<file path="config.mk">
export PLATFORM = sky130hd
export DESIGN_NAME = accel_time_proc_n
export DESIGN_NICKNAME = d
export VERILOG_FILES = /design/src/rtl/accel_time_pkg.sv /design/src/rtl/accel_chan.sv /design/src/rtl/accel_time_proc_n.sv
export SDC_FILE = /design/constraint.sdc
export NUM_CORES = 1
export LEC_CHECK = 0
export CORE_ASPECT_RATIO = 0.5
export CORE_MARGIN = 1
export CORE_UTILIZATION = 54
export CTS_CLUSTER_SIZE = 24
export DETAILED_ROUTE_END_ITERATION = 6
export PLACE_DENSITY = 0.73
export SETUP_SLACK_MARGIN = 0.5
export SLEW_MARGIN = 30
export SYNTH_ARGS = -nofsm -noshare
export SYNTH_HDL_FRONTEND = slang
export SYNTH_SLANG_ARGS = --single-unit
export TNS_END_PERCENT = 10
</file>
<file path="constraint.sdc">
create_clock -name SIM_CLK -period 4.4 [get_ports SIM_CLK]
set_input_delay 0.66 -clock SIM_CLK [delete_from_list [all_inputs] [get_ports SIM_CLK]]
set_output_delay 0.66 -clock SIM_CLK [all_outputs]
set_load 0.02 [all_outputs]
</file>
<file path="src/rtl/accel_time_pkg.sv">
// Shared types and the quadrature (Gray) step decoder for the accelerometer
// pickoff time processor.
package accel_time_pkg;

  typedef enum logic [1:0] {
    STEP_NONE = 2'd0,
    STEP_UP   = 2'd1,
    STEP_DN   = 2'd2,
    STEP_ILL  = 2'd3
  } step_e;

  // Map {Q,R} onto a 2-bit phase index (00,01,11,10 -> 0,1,2,3) and classify
  // the phase difference.
  function automatic step_e gray_step(input logic [1:0] prev, input logic [1:0] cur);
    logic [1:0] p;
    logic [1:0] c;
    logic [1:0] d;
    p = {prev[1], prev[1] ^ prev[0]};
    c = {cur[1], cur[1] ^ cur[0]};
    d = c - p;
    case (d)
      2'd0:    gray_step = STEP_NONE;
      2'd1:    gray_step = STEP_UP;
      2'd3:    gray_step = STEP_DN;
      default: gray_step = STEP_ILL;
    endcase
  endfunction

endpackage

</file>
<file path="src/rtl/accel_chan.sv">
// One pickoff channel: previous phase, primed flag, wrapping accumulator and
// sticky illegal-transition flag, with read-and-clear that keeps the current step.
module accel_chan
  import accel_time_pkg::*;
#(
  parameter int CNT_W = 12
) (
  input  logic                    clk,
  input  logic                    rst_n,
  input  logic                    qual,
  input  logic                    halt,
  input  logic [1:0]              qr,
  input  logic                    clr,
  output logic signed [CNT_W-1:0] acc,
  output logic                    err
);

  logic [1:0]              prev;
  logic                    primed;
  step_e                   step;
  logic signed [CNT_W-1:0] delta;
  logic                    ill;

  always_comb begin
    step  = STEP_NONE;
    delta = '0;
    if (qual && primed) step = gray_step(prev, qr);
    case (step)
      STEP_UP: delta = {{(CNT_W-1){1'b0}}, 1'b1};
      STEP_DN: delta = '1;
      default: delta = '0;
    endcase
    ill = (step == STEP_ILL);
  end

  always_ff @(posedge clk) begin
    if (!rst_n) begin
      prev   <= 2'b00;
      primed <= 1'b0;
      acc    <= '0;
      err    <= 1'b0;
    end else begin
      // Holding primed low for the whole halt forces a fresh prime on resume.
      if (halt) begin
        primed <= 1'b0;
      end else if (qual) begin
        prev   <= qr;
        primed <= 1'b1;
      end
      if (clr) begin
        acc <= delta;
        err <= ill;
      end else begin
        acc <= acc + delta;
        err <= err | ill;
      end
    end
  end

endmodule

</file>
<file path="src/rtl/accel_time_proc_n.sv">
// N-channel accelerometer pickoff processor: input synchronisers, halt status,
// per-channel step accumulators and a one-cycle read-and-clear port.
module accel_time_proc_n
  import accel_time_pkg::*;
#(
  parameter int N_CH  = 3,
  parameter int CNT_W = 12
) (
  input  logic             SIM_CLK,
  input  logic             SIM_RST,
  input  logic             SAMPLE,
  input  logic [N_CH-1:0]  Q,
  input  logic [N_CH-1:0]  R,
  input  logic             HLT,
  input  logic             RD_REQ,
  input  logic [2:0]       RD_CH,
  output logic             RD_ACK,
  output logic [CNT_W-1:0] RD_DATA,
  output logic             RD_ERR,
  output logic             HALT
);

  logic [N_CH-1:0]  q_p0, q_p1, r_p0, r_p1;
  logic             hlt_p0, hlt_p1;
  logic             qual;
  logic             sel_ok;
  logic [CNT_W-1:0] acc_arr [N_CH];
  logic [N_CH-1:0]  err_arr;
  logic [CNT_W-1:0] rd_data_nxt;
  logic             rd_err_nxt;

  // Stage p0/p1: two-flop synchronisers; HALT is one more register on top.
  always_ff @(posedge SIM_CLK) begin
    if (!SIM_RST) begin
      q_p0   <= '0;
      q_p1   <= '0;
      r_p0   <= '0;
      r_p1   <= '0;
      hlt_p0 <= 1'b0;
      hlt_p1 <= 1'b0;
      HALT   <= 1'b0;
    end else begin
      q_p0   <= Q;
      q_p1   <= q_p0;
      r_p0   <= R;
      r_p1   <= r_p0;
      hlt_p0 <= HLT;
      hlt_p1 <= hlt_p0;
      HALT   <= hlt_p1;
    end
  end

  assign qual   = SAMPLE & ~HALT;
  assign sel_ok = ({29'd0, RD_CH} < 32'(N_CH));

  for (genvar g = 0; g < N_CH; g++) begin : g_chan
    accel_chan #(.CNT_W(CNT_W)) u_chan (
      .clk   (SIM_CLK),
      .rst_n (SIM_RST),
      .qual  (qual),
      .halt  (HALT),
      .qr    ({q_p1[g], r_p1[g]}),
      .clr   (RD_REQ && sel_ok && (RD_CH == 3'(g))),
      .acc   (acc_arr[g]),
      .err   (err_arr[g])
    );
  end

  always_comb begin
    rd_data_nxt = '0;
    rd_err_nxt  = 1'b0;
    if (RD_REQ) begin
      if (sel_ok) begin
        for (int i = 0; i < N_CH; i++) begin
          if (RD_CH == 3'(i)) begin
            rd_data_nxt = acc_arr[i];
            rd_err_nxt  = err_arr[i];
          end
        end
      end else begin
        rd_err_nxt = 1'b1;
      end
    end
  end

  // Read response stage: outputs are zero whenever no acknowledge is issued.
  always_ff @(posedge SIM_CLK) begin
    if (!SIM_RST) begin
      RD_ACK  <= 1'b0;
      RD_DATA <= '0;
      RD_ERR  <= 1'b0;
    end else begin
      RD_ACK  <= RD_REQ;
      RD_DATA <= rd_data_nxt;
      RD_ERR  <= rd_err_nxt;
    end
  end

endmodule

</file>
# ---- Word level (Yosys, flattened, before mapping)
# Cells that the tools add are included.
dict set report totals {
  ff_bits 75
  in_bits 14
  out_inout_bits 15
  wordCells 91
}
dict set report op_classes {
  n_addsub 6
  magnitude_cmp 1
  n_eq_ne 17
  n_mux 22
  bitwise_logic 12
  n_reduce_logical 13
}
# op n
set ops {}
lappend ops {{12-bit 2-to-1 mux} 6}
lappend ops {{12-bit one-hot mux with 2 select lines} 3}
lappend ops {{12-bit adder} 3}
lappend ops {{2-bit equality test, second input constant} 9}
lappend ops {{2-bit one-hot mux with 3 select lines} 3}
lappend ops {{2-bit by 1-bit equality test with 1-bit output, second input constant} 6}
lappend ops {{1-bit 2-to-1 mux} 7}
lappend ops {{2-bit zero test} 3}
lappend ops {{2-bit 2-to-1 mux} 3}
lappend ops {{2-bit subtractor} 3}
lappend ops {{1-bit XOR} 6}
lappend ops {{1-bit logical AND} 5}
lappend ops {{2-bit AND reduction} 2}
lappend ops {{3-bit by 1-bit equality test with 1-bit output, second input constant} 1}
lappend ops {{3-bit by 2-bit equality test with 1-bit output, second input constant} 1}
lappend ops {{3-bit zero test} 1}
lappend ops {{3-bit by 2-bit < comparator with 1-bit output, second input constant} 1}
lappend ops {{1-bit bitwise OR} 3}
lappend ops {{3-bit AND reduction} 1}
lappend ops {{1-bit NOT} 2}
lappend ops {{2-bit OR reduction} 1}
lappend ops {{1-bit bitwise AND} 1}

# ---- Depth between registers and ports, before layout
dict set report depth {
  ltp_word 9
  depth_mapped 18
  mapped_depth_nobuf 18
}

# ---- Cells and area by module
# Synthesis repeated with hierarchy kept, for this count alone.
dict set report unflattened {
  cells_unflattened 495
  hier_area_um2 4638.2
}
# module n_inst cells_each area_per_inst_um2 seq_area_each_um2
set modules_own_cells {}
lappend modules_own_cells {{accel_chan at g_chan[1].u_chan ...} 2 132 1168.6 320.3}
lappend modules_own_cells {{accel_chan at g_chan[0].u_chan} 1 132 1178.6 320.3}
lappend modules_own_cells {accel_time_proc_n 1 99 1122.3 580.6}

# ---- Least setup slack after synthesis
# Ideal clock, no wire load.
dict set report synth_timing {
  path_type {reg2reg}
  start {register g_chan[2].u_chan.prev[1]}
  end {register g_chan[2].u_chan.acc[10]}
  arrival_time_ps 3256
  t_required_ps 4321
  setup_slack_ps 1065
  path_stages_with_launch 16
  n_path_buf 0
  path_cell_list {dfxtp_1 xor2_1 ha_1 xnor2_1 xnor2_1 ha_1 nand3_1 ha_1 inv_1 fa_1 nor2b_1 o21a_1 o21ai_0 a211oi_1 mux2_2 o211ai_1}
}
dict set report synth_via {
  elab_chain_len 9
  word_cells_on_any_way 12
}
# element line_no
set synth_rtl {}
lappend synth_rtl {{start: declaration} accel_chan.sv:18} ;# logic [1:0] prev;
lappend synth_rtl {{start signal: assignment} accel_chan.sv:47} ;# prev <= qr;
lappend synth_rtl {{1-bit XOR} accel_time_pkg.sv:18} ;# p = {prev[1], prev[1] ^ prev[0]};
lappend synth_rtl {{2-bit subtractor (*)} accel_time_pkg.sv:20} ;# d = c - p;
lappend synth_rtl {{2-bit equality test (tied with other cells)} accel_time_pkg.sv:21} ;# case (d)
lappend synth_rtl {{2-bit one-hot mux with 3 select lines (*)} accel_time_pkg.sv:21}
lappend synth_rtl {{2-bit 2-to-1 mux (*)} accel_chan.sv:27} ;# if (qual && primed) step = gray_step(prev, qr);
lappend synth_rtl {{2-bit equality test / 2-bit by 1-bit equality test with 1-bit output (equally long branches)} accel_chan.sv:28} ;# case (step)
lappend synth_rtl {{12-bit one-hot mux with 2 select lines (*)} accel_chan.sv:28}
lappend synth_rtl {{12-bit adder} accel_chan.sv:54} ;# acc <= acc + delta;
lappend synth_rtl {{12-bit 2-to-1 mux (*)} accel_chan.sv:50} ;# if (clr) begin
lappend synth_rtl {{end signal: assignment} accel_chan.sv:51} ;# acc <= delta;
lappend synth_rtl {{end signal: assignment} accel_chan.sv:54}
lappend synth_rtl {{end: declaration} accel_chan.sv:14} ;# output logic signed [CNT_W-1:0] acc,
# Mark *: on every way between the ends. The rest lies on a longest branch, timed or not.
# A chain may end at the register's enable or synchronous reset.

# ---- Worst setup path after layout
dict set report layout_timing {
  start {register q_p1[1]}
  end {register g_chan[1].u_chan.acc[11]}
}
dict set report layout_via {
  elab_chain_len 9
  word_cells_on_any_way 12
}
# element line_no
set layout_rtl {}
lappend layout_rtl {{start: declaration} accel_time_proc_n.sv:23} ;# logic [N_CH-1:0] q_p0, q_p1, r_p0, r_p1;
lappend layout_rtl {{start signal: assignment} accel_time_proc_n.sv:44} ;# q_p1 <= q_p0;
lappend layout_rtl {{1-bit XOR} accel_time_pkg.sv:19} ;# c = {cur[1], cur[1] ^ cur[0]};
lappend layout_rtl {{2-bit subtractor (*)} accel_time_pkg.sv:20}
lappend layout_rtl {{2-bit equality test (tied with other cells)} accel_time_pkg.sv:21}
lappend layout_rtl {{2-bit one-hot mux with 3 select lines (*)} accel_time_pkg.sv:21}
lappend layout_rtl {{2-bit 2-to-1 mux (*)} accel_chan.sv:27}
lappend layout_rtl {{2-bit equality test / 2-bit by 1-bit equality test with 1-bit output (equally long branches)} accel_chan.sv:28}
lappend layout_rtl {{12-bit one-hot mux with 2 select lines (*)} accel_chan.sv:28}
lappend layout_rtl {{12-bit adder} accel_chan.sv:54}
lappend layout_rtl {{12-bit 2-to-1 mux (*)} accel_chan.sv:50}
lappend layout_rtl {{end signal: assignment} accel_chan.sv:51}
lappend layout_rtl {{end signal: assignment} accel_chan.sv:54}
lappend layout_rtl {{end: declaration} accel_chan.sv:14}
# Marks and branches as above.

==> impl_metrics.env <==
export IMPL_path_max_fanout=11
export IMPL_power_leakage_nw=2.26
export IMPL_ys_seq_area_share_pct=32.7
export IMPL_layout_nets=622
export IMPL_drv_slew=0
export IMPL_cts_tree="yes"
export IMPL_clk_latency_ns=0.34
export IMPL_fp_coreArea_mm2=0.00812
export IMPL_crit_start="q_p1[1]"
export IMPL_power_total_mw=1.78
export IMPL_gp_congestion=0.897
export IMPL_run_status="complete, no violations"
export IMPL_rows=23
export IMPL_end_kind="flip-flop"
export IMPL_numCtsBuffers=9
export IMPL_wirelength_um=10600
export IMPL_hold_class="reg2reg"
export IMPL_track_usage_pct=25.6
export IMPL_hold_violations=0
export IMPL_period_share_pct=83.7
export IMPL_achievable_frequency_mhz=272
export IMPL_grt_remaining_overflow=0
export IMPL_slew_headroom_pct=37.8
export IMPL_synthToLayoutAreaGrowth_pct=15.5
export IMPL_synthesis_nets=599
export IMPL_ys_ff_latch=75
export IMPL_grt_max_degree=40
export IMPL_setup_viol=0
export IMPL_drtAntennaViolNets=0
export IMPL_drtIter0Drc=307
export IMPL_rsz0062_at_grt="no"
export IMPL_antenna_found_initial=0
export IMPL_initial_utilization_pct=56.6
export IMPL_drive_above_1_share_pct=7.24
export IMPL_tns_ns=0
export IMPL_grt_pass1_wl_um=17700
export IMPL_period_needed_ns=3.68
export IMPL_cp_arrival_ns=3.95
export IMPL_synth_cell_types=51
export IMPL_wl_per_cell_um=15.7
export IMPL_syn_instance_count=538
export IMPL_synthArstFlopShare_pct=0
export IMPL_synth_edff_count=0
export IMPL_vias=3971
export IMPL_clkSinkCount=75
export IMPL_min_from="q_p0[2]"
export IMPL_htreeDepth=3
export IMPL_synth_flop_cell="dfxtp_1"
export IMPL_avgSynthCellArea_um2=8.54
export IMPL_critical_path_required_ns=4.66
export IMPL_pin_count=29
export IMPL_max_cap_viol_count=0
export IMPL_worst_slew_pin_slew_ns=0.926
export IMPL_ir_worst_vdd_mv=0.205
export IMPL_die_area_mm2=0.00891
export IMPL_fp_dieW_um=132
export IMPL_die_h_um=67.2
export IMPL_layout_commonest_cell="nor2_1"
export IMPL_n_antenna_cell=0
export IMPL_synthesis_area_mm2=0.00460
export IMPL_r2r_start="q_p1[1]"
export IMPL_viasPerCell=5.86
export IMPL_dp_hpwl_um=7470
export IMPL_root_buffer="clkbuf_16"
export IMPL_layout_common_cells="82 x nor2_1, 75 x dfxtp_1, 44 x ha_1"
export IMPL_crit_type="reg2reg"
export IMPL_first_global_vias=3606
export IMPL_detail_route_drc_violations=0
export IMPL_whs_ns=0.431
export IMPL_power_density_mw_per_mm2=335
export IMPL_clk_transition_reported_paths_ns=0.06
export IMPL_fillers=690
export IMPL_cp_start_kind="flip-flop"
export IMPL_port_buffers=28
export IMPL_dr_pass1_iters=5
export IMPL_skew_ns=0.00877
export IMPL_clockBufferDepth=2
export IMPL_yosys_warnings=0
state kept, by name, indices dropped and copies added (netlist names), 3 cells and up:
register            cells
g_chan.u_chan.prev      6
q_p1                    3
q_p0                    3
g_chan.u_chan.err       3
g_chan.u_chan.acc      36
r_p1                    3
RD_DATA                12
r_p0                    3
worst max-delay path: stages, from the launching register on:
cell	delay (ns)
dfxtp_1	0.42
xnor2_1	0.10
ha_1	0.20
xnor2_1	0.13
xnor2_1	0.24
ha_1	0.30
or3_4	0.45
inv_1	0.32
ha_1	0.38
a21oi_1	0.26
o211ai_1	0.11
a21oi_1	0.21
nand3_1	0.10
a21oi_1	0.18
mux2i_1	0.21
routing by layer:
| metal | global-route usage (%) | routed length [um] | part of all wire [%] | vias to the layer above |
|---|---|---|---|---|
| met4 | 6.32 | 72 | 0.68 | 0 |
| met5 | 0 | 0 | 0 | - |
| met1 | 35.7 | 5350 | 50 | 1855 |
| met3 | 5.48 | 702 | 6.6 | 11 |
| li1 | - | - | - | 1956 |
| met2 | 40.7 | 4520 | 42 | 149 |
worst paths after layout:
path | to | slack (ns) | cells after the start
setup / recovery | g_chan[1].u_chan.acc[11] | 0.72 | 14
hold / removal | q_p1[2] | 0.43 | 1
setup reg to reg | g_chan[1].u_chan.acc[11] | 0.72 | 14
hold reg to reg | q_p1[2] | 0.43 | 1
final cells by class:
class	count	area, um^2	share of cell area (%)
multi-input combinational	418	2900	54.6
tap	112	140	2.64
inverter	23	91.3	1.72
clock inverter	7	124	2.33
timing repair buffer	34	325	6.13
clock buffer	9	225	4.24
sequential	75	1500	28.3
synthesized netlist by cell type (7+ instances only):
cell      count  share of area (%)
o22a_1       11                2.1
nand4_1       7               0.95
buf_2         8               0.87
inv_1        21                1.7
a31oi_1       8                1.1
o21ai_0      14                1.5
nor2_1       82                6.7
and2_1       17                2.3
o211ai_1     12                2.0
ha_1         44                 12
clkbuf_1     11               0.90
nand2_1      18                1.5
nand3_1      22                2.4
xnor2_1      17                3.2
mux2i_1      22                4.8
dfxtp_1      75                 33
nor3_1       14                1.5
a21o_1        9                1.5
a21oi_1      39                4.2
power by group:
part / internal [mW] / switching [mW]
registers: 0.702 / 0.0145
logic: 0.0855 / 0.113
clock network: 0.559 / 0.303
total: 1.35 / 0.430
through the flow:
stage / cells / area, um^2 / util (%) / setup WS (ns)
2_1_floorplan: 538 / 4600 / - / 1.07
3_3_place_gp: 662 / 4950 / 61.0 / 0.576
3_5_place_dp: 662 / 4950 / 61.0 / 0.487
4_1_cts: 678 / 5300 / 65.3 / 0.770
5_1_grt: 678 / 5310 / 65.4 / 0.506
6_report: 678 / 5310 / 65.4 / 0.718
what timing repair did:
action / in CTS / in global routing
endpoints found under the setup margin: 0 / 1
hold buffers: 0 / 0
resized for setup: 0 / 1
setup buffers: 0 / 0
cells by family after synthesis:
family | count (synthesis) | share of synthesized area, %
XOR/XNOR | 21 | 4.00
multiplexers | 27 | 6.02
adder cells (fa/ha/maj) | 47 | 13.3
buffers and inverters | 45 | 4.33
AO/OA/AOI/OAI | 120 | 16.8
flip-flops | 75 | 32.7
AND/OR/NAND/NOR | 203 | 22.9
Power figures use the tool's default switching activity.
